**src/rtl/axi4_lite_pkg.sv**
```systemverilog
// rtl/axi4_lite_pkg.sv - shared types and defaults for the AXI4-Lite command-port arbiter
// Contents: arb_state_e (arbiter FSM states), DEF_ADDR_W / DEF_DATA_W default widths.
package axi4_lite_pkg;

  typedef enum logic [1:0] {
    ARB_IDLE  = 2'd0,
    ARB_ISSUE = 2'd1,
    ARB_WAIT  = 2'd2,
    ARB_RESP  = 2'd3
  } arb_state_e;

  localparam int DEF_ADDR_W = 4;
  localparam int DEF_DATA_W = 32;

endpackage

```
**src/rtl/rr_picker.sv**
```systemverilog
// rtl/rr_picker.sv - combinational round-robin winner selection
// Ports:
//   req       in   NUM_REQ  pending request vector
//   ptr       in   IDX_W    highest-priority index for this pick
//   winner    out  IDX_W    first requester at or after ptr (mod NUM_REQ)
//   any_valid out  1        at least one request pending
module rr_picker #(
  parameter int NUM_REQ = 2,
  parameter int IDX_W   = $clog2(NUM_REQ)
) (
  input  logic [NUM_REQ-1:0] req,
  input  logic [IDX_W-1:0]   ptr,
  output logic [IDX_W-1:0]   winner,
  output logic               any_valid
);

  int               idx;
  logic [IDX_W-1:0] cand;

  // Walk ptr, ptr+1, ... with wraparound; the first hit wins and later hits are ignored.
  always_comb begin
    winner    = '0;
    any_valid = 1'b0;
    idx       = 0;
    cand      = '0;
    for (int k = 0; k < NUM_REQ; k++) begin
      idx = int'(ptr) + k;
      if (idx >= NUM_REQ) begin
        idx = idx - NUM_REQ;
      end
      cand = IDX_W'(idx);
      if (!any_valid && req[cand]) begin
        winner    = cand;
        any_valid = 1'b1;
      end
    end
  end

endmodule

```
**src/rtl/axi4_lite_master_arbiter.sv**
```systemverilog
// rtl/axi4_lite_master_arbiter.sv - round-robin sharing of one AXI4-Lite master command port
// Ports:
//   ACLK, ARESET                      clock, asynchronous active-high reset
//   req_valid/write/addr/wdata        per-requester command inputs (addr/wdata flattened)
//   req_done, req_err, rsp_rdata      one-hot completion pulse, timeout flag, read data
//   busy, grant_id                    arbiter activity and current/last owner
//   m_transfer/write/addr/wdata       registered command toward the master
//   m_ready, m_rdata                  master completion pulse and read data
module axi4_lite_master_arbiter
  import axi4_lite_pkg::*;
#(
  parameter int NUM_REQ = 2,
  parameter int ADDR_W  = DEF_ADDR_W,
  parameter int DATA_W  = DEF_DATA_W,
  parameter int TIMEOUT = 255
) (
  input  logic                        ACLK,
  input  logic                        ARESET,
  input  logic [NUM_REQ-1:0]          req_valid,
  input  logic [NUM_REQ-1:0]          req_write,
  input  logic [NUM_REQ*ADDR_W-1:0]   req_addr,
  input  logic [NUM_REQ*DATA_W-1:0]   req_wdata,
  output logic [NUM_REQ-1:0]          req_done,
  output logic                        req_err,
  output logic [DATA_W-1:0]           rsp_rdata,
  output logic                        busy,
  output logic [$clog2(NUM_REQ)-1:0]  grant_id,
  output logic                        m_transfer,
  output logic                        m_write,
  output logic [ADDR_W-1:0]           m_addr,
  output logic [DATA_W-1:0]           m_wdata,
  input  logic                        m_ready,
  input  logic [DATA_W-1:0]           m_rdata
);

  localparam int GW = $clog2(NUM_REQ);
  // Keep the counter at least one bit wide so TIMEOUT=0 (disabled) still elaborates.
  localparam int CW = (TIMEOUT > 0) ? $clog2(TIMEOUT + 1) : 1;
  localparam logic [CW-1:0] CNT_LAST = CW'((TIMEOUT > 0) ? TIMEOUT - 1 : 0);

  arb_state_e      state, state_nxt;
  logic [GW-1:0]   rr_ptr;
  logic [GW-1:0]   pick_id;
  logic            pick_any;
  logic [CW-1:0]   wait_cnt;
  logic            timed_out;
  logic            err_q;

  rr_picker #(
    .NUM_REQ (NUM_REQ),
    .IDX_W   (GW)
  ) u_picker (
    .req       (req_valid),
    .ptr       (rr_ptr),
    .winner    (pick_id),
    .any_valid (pick_any)
  );

  assign timed_out = (TIMEOUT != 0) && (wait_cnt == CNT_LAST);

  always_ff @(posedge ACLK or posedge ARESET) begin
    if (ARESET) begin
      state <= ARB_IDLE;
    end else begin
      state <= state_nxt;
    end
  end

  // m_ready is checked before the timeout so a completion on the last allowed cycle succeeds.
  always_comb begin
    state_nxt = state;
    case (state)
      ARB_IDLE:  if (pick_any) state_nxt = ARB_ISSUE;
      ARB_ISSUE: state_nxt = ARB_WAIT;
      ARB_WAIT:  if (m_ready || timed_out) state_nxt = ARB_RESP;
      ARB_RESP:  state_nxt = ARB_IDLE;
      default:   state_nxt = ARB_IDLE;
    endcase
  end

  // The master relaunches on every high cycle of m_transfer, so it is a pure ISSUE decode.
  always_comb begin
    m_transfer = (state == ARB_ISSUE);
    busy       = (state != ARB_IDLE);
    req_done   = '0;
    req_err    = 1'b0;
    if (state == ARB_RESP) begin
      req_done[grant_id] = 1'b1;
      req_err            = err_q;
    end
  end

  // Command/response registers, timeout counter and round-robin pointer.
  // m_ready outside WAIT (late completion after a timeout) falls through untouched.
  always_ff @(posedge ACLK or posedge ARESET) begin
    if (ARESET) begin
      rr_ptr    <= '0;
      grant_id  <= '0;
      m_write   <= 1'b0;
      m_addr    <= '0;
      m_wdata   <= '0;
      wait_cnt  <= '0;
      rsp_rdata <= '0;
      err_q     <= 1'b0;
    end else begin
      case (state)
        ARB_IDLE: begin
          if (pick_any) begin
            grant_id <= pick_id;
            m_write  <= req_write[pick_id];
            m_addr   <= req_addr[pick_id*ADDR_W +: ADDR_W];
            m_wdata  <= req_wdata[pick_id*DATA_W +: DATA_W];
          end
        end
        ARB_ISSUE: begin
          wait_cnt <= '0;
        end
        ARB_WAIT: begin
          wait_cnt <= wait_cnt + CW'(1);
          if (m_ready) begin
            rsp_rdata <= m_write ? '0 : m_rdata;
            err_q     <= 1'b0;
          end else if (timed_out) begin
            rsp_rdata <= '0;
            err_q     <= 1'b1;
          end
        end
        ARB_RESP: begin
          rr_ptr <= (grant_id == GW'(NUM_REQ - 1)) ? '0 : grant_id + GW'(1);
        end
        default: begin
        end
      endcase
    end
  end

endmodule

```
**config.mk**
```make
export PLATFORM = sky130hd
export DESIGN_NAME = axi4_lite_master_arbiter
export DESIGN_NICKNAME = d
export VERILOG_FILES = /design/src/rtl/axi4_lite_pkg.sv /design/src/rtl/rr_picker.sv /design/src/rtl/axi4_lite_master_arbiter.sv
export SDC_FILE = /design/constraint.sdc
export NUM_CORES = 1
export LEC_CHECK = 0
export BUFFER_PORTS_ARGS = -buffer_cell sky130_fd_sc_hd__buf_2
export CAP_MARGIN = 0
export CELL_PAD_IN_SITES_DETAIL_PLACEMENT = 0
export CELL_PAD_IN_SITES_GLOBAL_PLACEMENT = 1
export CORE_MARGIN = 1
export CORE_UTILIZATION = 31
export CTS_BUF_LIST = sky130_fd_sc_hd__clkbuf_4 sky130_fd_sc_hd__clkbuf_8 sky130_fd_sc_hd__clkbuf_16
export CTS_CLUSTER_SIZE = 30
export DETAILED_ROUTE_END_ITERATION = 8
export PLACE_DENSITY = 0.78
export SYNTH_ARGS = -nofsm -noshare
export SYNTH_HDL_FRONTEND = slang
export SYNTH_SLANG_ARGS = --single-unit
```
**constraint.sdc**
```tcl
create_clock -name ACLK -period 2.4 [get_ports ACLK]
set_clock_uncertainty 0.15 [all_clocks]
set_input_delay 0.12 -clock ACLK [delete_from_list [all_inputs] [get_ports ACLK]]
set_output_delay 0.12 -clock ACLK [all_outputs]
set_load 0.01 [all_outputs]
```
==> flow_metrics.py, run 1 <==
metrics = {
    "run_status": {
        "status": "completed",
    },
    "logic_synthesis": {
        "ys_ff_latch": 82,
        "synth_edf_count": 0,
        "ys_warn_count": 0,
        "syn_area_um2": 3670,
        "syn_avg_cell_area_um2": 11.8,
        "async_reset_ff_frac": 1.00,
        "ys_seq_area_frac": 0.560,
        "synth_flop_cell": "dfrtp_1",
        "synth_fp_nets": 427,
        "synthCells": 310,
        "ys_types": 36,
    },
    "detailed_routing": {
        "ant_nets": 0,
        "wirelength_um": 10700,
        "via_per_inst": 4.64,
        "firstDrtPassIters": 4,
        "wl_per_cell_um": 14.4,
        "drc": 0,
        "dr.first_iter.drc_count": 136,
        "routed-via-count": 3469,
    },
    "die": {
        "initial_core_util": 0.320,
        "die_w_um": 111,
        "die_area_um2": 12300,
        "die-height_um": 111,
        "core_area_um2": 11500,
        "rows": 39,
        "io_pins": 186,
    },
    "setup_path": {
        "startpoint_type": "flop",
        "end_kind": "flop",
        "cp_data_arrival_time_ns": 2.11,
        "critPathMaxFanout": 38,
        "r2r-start": "rr_ptr",
        "regToRegSetupSlack_ns": 0.35,
        "rr_endpoint": "m_wdata[15]",
        "crit_start": "rr_ptr",
        "endpoint": "m_wdata[15]",
        "r2r_cells": 5,
        "crit_type": "reg -> reg",
        "cp.required_ns": 2.46,
    },
    "timing": {
        "tightest_slew_ns": 0.846,
        "slew_headroom": 0.434,
        "fmax_ghz": 0.487,
        "fin_crit_ns": 2.05,
        "finalCritPeriodShare": 0.855,
        "whs_ns": 0.170,
        "rsz0062_at_grt": "no",
        "drv_slew": 0,
        "tns_ns": 0,
        "hold_violations": 0,
        "setup_viol": 0,
        "layout_setup_ws_ns": 0.347,
    },
    "final_layout": {
        "final_common_cell": "buf_2",
        "antenna_cells": 0,
        "final_cells": 747,
        "fin_area_um2": 6050,
        "utilization": 0.528,
        "syn_to_final_growth_pct": 65.2,
        "layout_common_cells": "buf_2 (185), dlygate4sd3_1 (108), dfrtp_1 (82)",
        "nets": 716,
        "drive_gt1_frac": 0.363,
    },
    "placed_design": {
        "dp_cells": 623,
        "postPlaceCellArea_um2": 4670,
        "place.gp.congestion": 0.723,
        "port_buffers": 185,
        "detailed_place_hpwl_um": 6440,
        "dp_slack_ns": 0.441,
    },
    "worst_hold_path": {
        "min_from": "req_valid[1]",
        "min_path_type": "in -> reg",
        "whs_path_depth": 4,
    },
    "cts": {
        "cts_buffers": 9,
        "cts_max_level": 3,
        "ctsHoldBuffers": 108,
        "cts_root_buffer": "clkbuf_16",
        "clk_pin_slew_worst_paths_ns": 0.06,
        "clk_path_buf_depth": 2,
        "post-cts-setup-buffer-count": 0,
        "cts_resized": 0,
        "clock_sinks": 82,
        "cts_tree": "built",
        "insertion_delay_ns": 0.34,
    },
    "global_route": {
        "grt_pass1_wl_um": 17500,
        "grt_util_all_layers": 0.179,
        "globalRouteOverflowTotal": 0,
        "grt_pass1_vias": 3546,
        "antenna_found_initial": 0,
        "grt_max_degree": 72,
    },
    "flow_run": {
        "drv_cap": 0,
    },
    "power": {
        "irDropWorstVdd_v": 0.000542,
        "leakage_nw": 3.19,
        "total_power_mw": 6.28,
        "power_per_cell_area_nw_per_um2": 1040,
    },
}
[metal layers]
layer,part of all wire,global-route usage,up-vias
met5,0,0,-
met2,0.50,0.311,131
met1,0.42,0.217,1646
met3,0.055,0.0388,18
li1,-,-,1674
met4,0.021,0.0640,0
[power breakdown]
group	internal, mW	switching (mW)
Combinational	1.24	1.38
Clock	0.814	0.582
Sequential	1.95	0.324
[how the worst min path moves through the flow]
stage / slack [ns] / to
final: 0.17 / grant_id
after global routing: 0.20 / grant_id
after CTS: 0.17 / grant_id
after detailed placement: 0.08 / rsp_rdata[15]
after global placement: 0.08 / rsp_rdata[15]
after floorplan: 0.06 / err_q
[cells in the mapped netlist, drive strengths merged (2+ instances only)]
library cell | instances | area share
dfrtp | 82 | 0.56
nand2 | 45 | 0.046
o21ai | 42 | 0.065
mux2i | 38 | 0.10
a22o | 32 | 0.076
buf | 20 | 0.050
inv | 9 | 0.0092
ha | 6 | 0.020
nor2 | 6 | 0.0089
nand3 | 5 | 0.0082
a21oi | 3 | 0.0041
nor2b | 3 | 0.0051
and2 | 2 | 0.0034
and3 | 2 | 0.0034
nand4 | 2 | 0.0051
o22ai | 2 | 0.0034
xor2 | 2 | 0.0048
[cells by family after synthesis]
logic type               share of synthesized area
adder cells (fa/ha/maj)                     0.0205
multiplexers                                 0.108
AND/OR/NAND/NOR                             0.0853
flip-flops                                   0.560
AO/OA/AOI/OAI                                0.163
buffers and inverters                       0.0590
XOR/XNOR                                   0.00478
[critical path, stage by stage (launching register included)]
cell and delay (ns):
dfrtp_1 0.41, o21ai_4 0.15, buf_12 0.26, mux2i_1 0.25
dlygate4sd3_1 0.59, o21ai_1 0.06
[area by class of cell]
class                   count  area [um2]
multi-input cells         199        1410
well taps                 143         179
clock buffers               9         225
flip-flops and latches     82        2050
inverters                   9        35.0
repair buffers            298        2080
fillers                  1008        5410
clock inverters             7        73.8
[flip-flops by register name (all words and copies together) (netlist names)]
name,flops
rsp_rdata,32
state,2
m_wdata,32
grant_id,1
m_addr,4
m_write,1
err_q,1
rr_ptr,1
wait_cnt,8
Power figures use the tool's default switching activity.
==> run 2: changes to the inputs <==
--- a/config.mk
+++ b/config.mk
@@ -5,16 +5,16 @@
 export SDC_FILE = /design/constraint.sdc
 export NUM_CORES = 1
 export LEC_CHECK = 0
-export BUFFER_PORTS_ARGS = -buffer_cell sky130_fd_sc_hd__buf_2
 export CAP_MARGIN = 0
 export CELL_PAD_IN_SITES_DETAIL_PLACEMENT = 0
 export CELL_PAD_IN_SITES_GLOBAL_PLACEMENT = 1
 export CORE_MARGIN = 1
-export CORE_UTILIZATION = 31
+export CORE_UTILIZATION = 42
 export CTS_BUF_LIST = sky130_fd_sc_hd__clkbuf_4 sky130_fd_sc_hd__clkbuf_8 sky130_fd_sc_hd__clkbuf_16
 export CTS_CLUSTER_SIZE = 30
 export DETAILED_ROUTE_END_ITERATION = 8
-export PLACE_DENSITY = 0.78
+export DONT_BUFFER_PORTS = 1
+export PLACE_DENSITY = 0.75
 export SYNTH_ARGS = -nofsm -noshare
 export SYNTH_HDL_FRONTEND = slang
 export SYNTH_SLANG_ARGS = --single-unit
==> run 2 against run 1 <==
Compared with the run above:
- the flow now stops in clock tree synthesis
- area after synthesis unchanged
- synthesized cell count unchanged
==> flow_metrics.py, run 2 <==
metrics = {
    "logic_synthesis": {
        "syn_avg_cell_area_um2": 11.8,
        "async_reset_ff_frac": 1.00,
        "synthCells": 310,
        "synth_common_cells": "dfrtp_1 (82), nand2_1 (45), mux2i_1 (38)",
        "synth_fp_nets": 427,
        "synth_flop_cell": "dfrtp_1",
        "ys_ff_latch": 82,
        "synth_edf_count": 0,
        "ys_types": 36,
        "synth_area_leaders": "dfrtp_1 (56%), mux2i_1 (10%), a22o_1 (7.6%)",
        "ys_seq_area_frac": 0.560,
        "syn_area_um2": 3670,
        "synth.most_common_cell": "dfrtp_1",
        "post-synth-top-area-fraction": 0.560,
        "synth_area_leader_cell": "dfrtp_1",
        "ys_warn_count": 0,
    },
    "run_status": {
        "haltStage": "clock tree synthesis",
        "firstError": "[ERROR RSZ-0060] Max buffer count reached.",
        "status": "did not finish",
    },
    "placed_design": {
        "port_buffers": 0,
        "place.gp.congestion": 0.694,
        "postPlaceCellArea_um2": 3720,
        "detailed_place_hpwl_um": 5400,
    },
    "cts": {
        "clock_sinks": 82,
        "post-cts-setup-buffer-count": 0,
        "cts_root_buffer": "clkbuf_8",
        "clk_path_buf_depth": 2,
        "ctsHoldBuffers": 102,
        "cts_max_level": 3,
        "cts_buffers": 9,
        "cts_resized": 0,
    },
    "die": {
        "io_pins": 186,
        "rows": 33,
        "initial_core_util": 0.440,
        "die_w_um": 95.4,
        "die-height_um": 95.4,
    },
}
-- run 2: cell counts after synthesis --
No cell type changed its count.
-- run 2: kinds of logic after synthesis --
| group | count (synthesis) | synth area share |
|---|---|---|
| AOI/OAI and AO/OA | 84 | 0.163 |
| muxes | 39 | 0.108 |
| DFF | 82 | 0.560 |
| adders and majority gates | 6 | 0.0205 |
| buffers and inverters | 29 | 0.0590 |
| xor gates and xnor gates | 2 | 0.00478 |
| and+or+nand+nor | 68 | 0.0853 |
-- run 2: metrics by stage --
step | hold slack [ns] | worst slack (ns) | instances
floorplan | 0.0598 | 0.0216 | 310
global placement | -0.0802 | 0.563 | 401
detailed placement | -0.0730 | 0.507 | 401
==> run 3: changes to the inputs <==
==> config.mk (replaced) <==
export PLATFORM = sky130hd
export DESIGN_NAME = axi4_lite_master_arbiter
export DESIGN_NICKNAME = d
export VERILOG_FILES = /design/src/rtl/axi4_lite_pkg.sv /design/src/rtl/rr_picker.sv /design/src/rtl/axi4_lite_master_arbiter.sv
export SDC_FILE = /design/constraint.sdc
export NUM_CORES = 1
export LEC_CHECK = 0
export CAP_MARGIN = 0
export CORE_MARGIN = 1
export CORE_UTILIZATION = 40
export DETAILED_ROUTE_END_ITERATION = 8
export DONT_BUFFER_PORTS = 1
export PLACE_DENSITY_LB_ADDON = 0.15
export SYNTH_ARGS = -nofsm -noshare
export SYNTH_HDL_FRONTEND = slang
export SYNTH_SLANG_ARGS = --single-unit
==> constraint.sdc (replaced) <==
create_clock -name ACLK -period 3.12 [get_ports ACLK]
set_clock_uncertainty 0.15 [all_clocks]
set_input_delay 0.156 -clock ACLK [delete_from_list [all_inputs] [get_ports ACLK]]
set_output_delay 0.156 -clock ACLK [all_outputs]
set_load 0.01 [all_outputs]
==> run 3 against run 2 <==
Compared with the run above:
- the run again fails in clock tree synthesis
- synthesized cell count unchanged
- area after synthesis unchanged
==> flow_metrics.py, run 3 <==
metrics = {
    "logic_synthesis": {
        "synth.most_common_cell": "dfrtp_1",
        "synth_edf_count": 0,
        "synth_flop_cell": "dfrtp_1",
        "synth_area_leaders": "dfrtp_1 (56%), mux2i_1 (10%), a22o_1 (7.6%)",
        "ys_ff_latch": 82,
        "ys_types": 36,
        "syn_area_um2": 3670,
        "synth_area_leader_cell": "dfrtp_1",
        "syn_avg_cell_area_um2": 11.8,
        "synthCells": 310,
        "synth_fp_nets": 427,
        "async_reset_ff_frac": 1.00,
        "ys_seq_area_frac": 0.560,
        "ys_warn_count": 0,
        "post-synth-top-area-fraction": 0.560,
        "synth_common_cells": "dfrtp_1 (82), nand2_1 (45), mux2i_1 (38)",
    },
    "cts": {
        "clk_path_buf_depth": 2,
        "cts_root_buffer": "clkbuf_8",
        "post-cts-setup-buffer-count": 0,
        "clock_sinks": 82,
        "cts_resized": 0,
        "cts_buffers": 9,
        "cts_max_level": 3,
        "ctsHoldBuffers": 102,
    },
    "placed_design": {
        "postPlaceCellArea_um2": 3690,
        "detailed_place_hpwl_um": 5450,
        "port_buffers": 0,
        "place.gp.congestion": 0.815,
    },
    "die": {
        "rows": 34,
        "io_pins": 186,
        "initial_core_util": 0.416,
        "die-height_um": 97.7,
        "die_w_um": 97.7,
    },
    "run_status": {
        "status": "did not finish",
        "firstError": "[ERROR RSZ-0060] Max buffer count reached.",
        "haltStage": "clock tree synthesis",
    },
}
-- run 3: cell counts after synthesis --
No cell type changed its count.
-- run 3: logic make-up after synthesis --
| kind of cell | synth area share |
|---|---|
| xor+xnor | 0.00478 |
| flops | 0.560 |
| buf+inv | 0.0590 |
| compound gates | 0.163 |
| fa+ha+maj | 0.0205 |
| mux | 0.108 |
| simple gates | 0.0853 |
-- run 3: per-stage QoR --
step                      hold slack (ns)  std cells  setup WS (ns)  utilization
after global placement            -0.0854        404           1.05        0.419
after floorplan                    0.0958        310          0.706            -
after detailed placement          -0.0790        404          0.952        0.419
